<file path="config.mk">
export PLATFORM = sky130hd
export DESIGN_NAME = pulse_stretcher
export DESIGN_NICKNAME = d
export VERILOG_FILES = /design/src/rtl/pulse_stretcher.sv
export SDC_FILE = /design/constraint.sdc
export NUM_CORES = 1
export LEC_CHECK = 0
export BUFFER_PORTS_ARGS = -buffer_cell sky130_fd_sc_hd__buf_2
export CAP_MARGIN = 5
export CORE_MARGIN = 2
export CORE_UTILIZATION = 30
export DETAILED_ROUTE_END_ITERATION = 8
export SETUP_SLACK_MARGIN = 0.1
export SYNTH_ARGS = -nofsm -noshare
export SYNTH_HDL_FRONTEND = slang
export SYNTH_SLANG_ARGS = --single-unit
</file>
<file path="constraint.sdc">
create_clock -name i_clk -period 2.4 [get_ports i_clk]
set_clock_uncertainty 0.2 [all_clocks]
set_input_delay 0.36 -clock i_clk [delete_from_list [all_inputs] [get_ports i_clk]]
set_output_delay 0.36 -clock i_clk [all_outputs]
set_load 0.01 [all_outputs]
</file>
<file path="src/rtl/pulse_stretcher.sv">
// pulse_stretcher: turns one-clock trigger strobes into PULSE_LEN-clock pulses followed by a GAP_LEN holdoff, per channel.
// Define PULSE_STRETCHER_RETRIGGER_EN to let triggers during a pulse extend it instead of being dropped.
module pulse_stretcher #(
   parameter int   WIDTH       = 1,
   parameter int   PULSE_LEN   = 8,
   parameter int   GAP_LEN     = 0,
   parameter logic ACTIVE_HIGH = 1'b1
) (
   input  logic             i_clk,
   input  logic             i_rst_n,
   input  logic [WIDTH-1:0] iv_trigger,
   input  logic             i_clr,
   output logic [WIDTH-1:0] ov_output,
   output logic [WIDTH-1:0] ov_busy,
   output logic [WIDTH-1:0] ov_overrun
);
   localparam int MAX_LEN = (PULSE_LEN > GAP_LEN) ? PULSE_LEN : GAP_LEN;
   localparam int CW = $clog2(MAX_LEN + 1);
   localparam logic [CW-1:0] PULSE_LOAD = CW'(PULSE_LEN - 1);
   localparam logic [CW-1:0] GAP_LOAD = CW'((GAP_LEN > 0) ? GAP_LEN - 1 : 0);
`ifdef PULSE_STRETCHER_RETRIGGER_EN
   localparam logic RETRIG = 1'b1;
`else
   localparam logic RETRIG = 1'b0;
`endif
   typedef enum logic [1:0] {IDLE, ACTIVE, GAP} state_t;
   for (genvar c = 0; c < WIDTH; c++) begin : g_ch
      state_t st, st_nxt;
      logic [CW-1:0] cnt, cnt_nxt;
      logic term, accept, drop;
      logic out_q, busy_q, ovr_q;
      // The terminal edge of ACTIVE (no gap) or GAP is as good as IDLE for a new trigger
      always_comb begin
         term = cnt == '0;
         accept = iv_trigger[c] && (st == IDLE || (st == GAP && term) ||
                  (st == ACTIVE && (RETRIG || (term && GAP_LEN == 0))));
         drop = iv_trigger[c] && !accept;
         st_nxt = accept ? ACTIVE : !term ? st : (st == ACTIVE && GAP_LEN > 0) ? GAP : IDLE;
         cnt_nxt = accept ? PULSE_LOAD : (st == ACTIVE && term) ? GAP_LOAD : term ? '0 : cnt - CW'(1);
      end
      always_ff @(posedge i_clk or negedge i_rst_n)
         if (!i_rst_n) begin
            st <= IDLE;
            cnt <= '0;
            out_q <= ~ACTIVE_HIGH;
            busy_q <= 1'b0;
            ovr_q <= 1'b0;
         end else begin
            st <= st_nxt;
            cnt <= cnt_nxt;
            out_q <= (st_nxt == ACTIVE) ? ACTIVE_HIGH : ~ACTIVE_HIGH;
            busy_q <= st_nxt != IDLE;
            ovr_q <= drop | (ovr_q & ~i_clr);
         end
      assign ov_output[c] = out_q;
      assign ov_busy[c] = busy_q;
      assign ov_overrun[c] = ovr_q;
   end
endmodule

</file>
Word-level counts from Yosys, hierarchy flattened
Index checks and enable logic that the tools add are counted.
{ "totals": {"inputBits": 4, "elab_cells": 28, "register_bits": 9, "out_inout_bits": 3} }
{ "op_classes": {"bitwise_logic": 3, "n_eq_ne": 3, "add_sub_neg": 1, "reduce_logical": 10, "muxes": 6} }
{ "ops": {"columns": ["operator", "count"], "rows": [
  ["$mux 4", 3],
  ["$eq 2x1->1 const B", 2],
  ["$logic_and 1x1->1", 4],
  ["$logic_not 4->1", 1],
  ["$mux 2", 2],
  ["$sub 4x1->4 const B", 1],
  ["$eq 2x2->1 const B", 1],
  ["$logic_not 2->1", 1],
  ["$logic_or 1x1->1", 2],
  ["$reduce_bool 2->1", 1],
  ["$and 1x1->1", 1],
  ["$logic_not 1->1", 1],
  ["$mux 1", 1],
  ["$not 1->1", 1],
  ["$or 1x1->1", 1]
]} }

Logic depth before layout (Yosys ltp)
{ "depth": {"word_depth": 8, "ltp_mapped": 6, "mapped_depth_nobuf": 5} }

Worst setup path after synthesis
Ideal clock, no wire load.
{ "synth_timing": {"path_type": "register to register", "startpoint": "register g_ch[0].cnt[0]", "endpoint": "register g_ch[0].ovr_q (netlist: ov_overrun)", "stages_incl_launch_ff": 7, "path_slack_ps": 666, "path_buffers": 1, "arrival_time_ps": 1393, "t_required_ps": 2059, "period_less_slack_ps": 1734, "setup_time_ps": 141, "path_cell_list": "dfrtp_1 inv_1 ha_1 or3b_1 clkbuf_2 o21ai_0 o221ai_1"} }
{ "synth_via": {"elab_chain_len": 8, "word_cells_on_any_way": 9, "cone_classes": "bitwise: 1; reduce/logical: 8"} }
{ "synth_lines": {"columns": ["item", "line_no", "source"], "rows": [
  ["start, declared", "29", "logic [CW-1:0] cnt, cnt_nxt;"],
  ["start signal, assigned", "50", "cnt <= cnt_nxt;"],
  ["$logic_not 4->1 (*)", "34", "term = cnt == '0;"],
  ["$logic_and 1x1->1", "35", "accept = iv_trigger[c] && (st == IDLE || (st == GAP && term) ||"],
  ["$logic_or 1x1->1", "35", null],
  ["$logic_or 1x1->1 (*)", "35", null],
  ["$logic_and 1x1->1 (*)", "35", null],
  ["$logic_not 1->1 (*)", "37", "drop = iv_trigger[c] && !accept;"],
  ["$logic_and 1x1->1 (*)", "37", null],
  ["$or 1x1->1 (*)", "53", "ovr_q <= drop | (ovr_q & ~i_clr);"],
  ["end signal, assigned", "53", null],
  ["end, declared", "31", "logic out_q, busy_q, ovr_q;"]
]} }
Every way passes the cells marked *; elsewhere a longest branch is shown, timed or not.

Worst setup path in the final report
Same ends and word-level chain as after synthesis.

==> metrics.yaml <==
synthesis:
  yosys-mux-area-fraction: 0.0268
  synth-simple-area-share: 0.146
  avgSynthCellArea_um2: 10.8
  post-synth-top-area-cell: "dfrtp_1"
  post_synthesis_share_of_cell_area_spent_on_full_adders_half_adders_and_majority_gates: 0.0595
  number_of_warnings_printed_during_yosys_synthesis: 0
  yosys_register_bits: 9
  synthDominantCellAreaShare: 0.536
  synth_top_family_by_area: "compound AO/OA/AOI/OAI gates"
  synth_sequential_area_ratio: 0.536
  synthCells: 39
  mappedNetlistNets: 45
  netlist_area_um2: 420
  post_synth_num_cell_types: 21
  post_synth_xor_area_fraction: 0.0208
  yosys-top-cells-area: "dfrtp_1 54%, o21ai_0 7.1%, ha_1 6.0%"
  synth-compound-area-share: 0.164
timing:
  finalSetupViolCount: 0
  finalWorstPathRequiredPeriod_ns: 1.84
  holdWs_ns: 0.126
  maximum_clock_frequency_mhz: 544
  max-slew-margin-rel: 0.730
  final.period_utilization: 0.766
  timing_hold_violations_final: 0
  setup_slack_ns: 0.562
  setup-tns-final_ns: 0
  rsz_0062_raised_after_global_routing: "no"
  max_slew.worst_pin.slew_ns: 0.404
  maxSlewViolCount: 0
clock_network:
  clk_path_buf_depth: 2
  number_of_buffers_created_by_cts: 3
  clk-insertion-delay-late_ns: 0.26
  clock_tree.htree_level_count: 1
  clock-root-buffer: "clkbuf_4"
  postCtsResizedCells: 0
  cts_tree: "yes"
  clkSinkCount: 9
  path_clk_slew_ns: 0.06
finish:
  final_common_cell: "dfrtp_1"
  final_cell_mix: "9 x dfrtp_1, 6 x o21ai_0, 6 x buf_2, 4 x inv_1, 3 x clkbuf_4"
  layout.nets: 56
  utilization: 0.385
  layout-area-overhead-vs-synth_pct: 19.0
  layout_cells_sized_above_1: 0.245
  diodes: 0
power_and_ir_drop:
  power.ir.vdd_worst_mv: 0.400
  power_switching_share: 0.333
  power_density_mw_per_mm2: 1110
  finalPower_w: 0.000556
  clock_power_share: 0.208
  power.switching_w: 0.000185
  combinational_power_share: 0.342
  total_leakage_power_nw: 0.217
  internal-power_w: 0.000371
  share_seq_of_total_power: 0.450
outcome:
  run_status: "complete, no violations"
global_routing:
  grt.total_usage: 0.0990
  grt_antenna_before_repair: 0
  pin_count_of_the_biggest_net_entering_global_routing: 10
  grt_pass1_wl_mm: 1.24
  grt-ovfl-total: 0
  via_count_of_the_first_global_routing_pass: 292
floorplanning:
  top_level_ports: 7
  core_area_mm2: 0.00130
  chip_height_um: 41.4
  std_cell_rows: 13
  die_area_mm2: 0.00172
  floorplan.die.width_um: 41.4
  start_util: 0.323
detailed_routing:
  routed-via-count: 304
  detailed_router_s_first_iteration_violation_count: 2
  dr_vias_cell: 4.75
  postRouteAntennaNets: 0
  drcViolationCount: 0
  drt-total-wl_um: 702
  routed_wire_length_per_instance_um: 11.0
  tritonroute_pass_1_iters: 2
placed_design:
  dpl_worst_slack_ns: 0.564
  post-dp-hpwl_um: 505
  gpl.final_weighted_congestion: 0.665
  port_buffers: 6
flow_run:
  max_capacitance_violation_count: 0
worst_setup_path:
  timing.critical_path.required_ns: 2.32
  crit_path_start_kind: "register"
  worstSetupEndpointType: "register"
  timing.setup.critical_path_class: "reg2reg"
  worst_ep_arrival_time_ns: 1.76
  max_fo_critical_path: 8
worst_hold_path:
  hold_path.class: "in2reg"
-- cell families after synthesis --
family          count (synthesis)
compound gates                 11
flops                           9
simple gates                   10
buf+inv                         5
mux                             1
fa+ha+maj                       2
xor+xnor                        1
-- worst paths after layout --
kind                             endpoint  cells after the start  slack, ns            from
setup / recovery               ov_overrun                      5       0.56  g_ch[0].cnt[0]
hold / removal                 ov_overrun                      2       0.13           i_clr
setup reg to reg               ov_overrun                      5       0.56  g_ch[0].cnt[0]
hold reg to reg            g_ch[0].cnt[0]                      1       0.31  g_ch[0].cnt[0]
max in group asynchronous  g_ch[0].cnt[2]                      2       1.54         i_rst_n
min in group asynchronous      ov_overrun                      2       0.28         i_rst_n
-- state kept, by name, summed over array words and instances, names as in the netlist --
signal	count
g_ch.cnt	4
g_ch.st	2
ov_busy	1
ov_output	1
ov_overrun	1
-- final cells by class --
| cell class | instances | area (um2) |
|---|---|---|
| well taps | 15 | 18.8 |
| fillers | 138 | 801 |
| multi-input cells | 25 | 175 |
| repair buffers | 7 | 40.0 |
| clock buffers | 4 | 26.3 |
| flip-flops and latches | 9 | 225 |
| inverters | 4 | 15.0 |
-- critical path, cell delays in order (launching register included) --
cell	delay [ns]
dfrtp_1	0.39
inv_1	0.08
ha_1	0.17
or3b_1	0.46
o21ai_0	0.25
o221ai_1	0.15
-- cells in the mapped netlist --
master	instances
a21oi_1	1
a22o_2	1
a2bb2oi_1	1
a31oi_1	1
and2_1	1
and2_2	1
clkbuf_2	1
dfrtp_1	9
ha_1	2
inv_1	4
mux2_2	1
nand2_1	1
nand3_1	1
nor2_1	1
nor3_1	1
nor3b_1	2
o21ai_0	6
o221ai_1	1
or3_1	1
or3b_1	1
xnor2_1	1
-- per-stage QoR --
stage | cells | area, um2
2_1_floorplan | 39 | 420
3_3_place_gp | 59 | 464
3_5_place_dp | 59 | 464
4_1_cts | 64 | 500
5_1_grt | 64 | 500
6_report | 64 | 500
-- routing by layer --
| metal | wire (um) | GRT usage | share of wire |
|---|---|---|---|
| met5 | 0 | 0 | 0 |
| met3 | 25 | 0.0261 | 0.036 |
| met1 | 331 | 0.115 | 0.47 |
| met2 | 336 | 0.144 | 0.48 |
| met4 | 9 | 0.0968 | 0.013 |
-- timing repair --
item	CTS	global route
hold buffers	1	0
setup buffers	0	0
endpoints found under the hold margin	9	0
-- power groups by stage --
| stage | Clock, W | Combinational, W | Sequential (W) |
|---|---|---|---|
| after floorplan | 0 | 0.000144 | 0.000253 |
| after global placement | 0 | 0.000190 | 0.000254 |
| after detailed placement | 0 | 0.000193 | 0.000254 |
| after CTS | 0.000123 | 0.000195 | 0.000251 |
| after global routing | 0.000134 | 0.000225 | 0.000261 |
| final | 0.000116 | 0.000190 | 0.000250 |
Note: power is estimated with default switching activity, not from simulation.
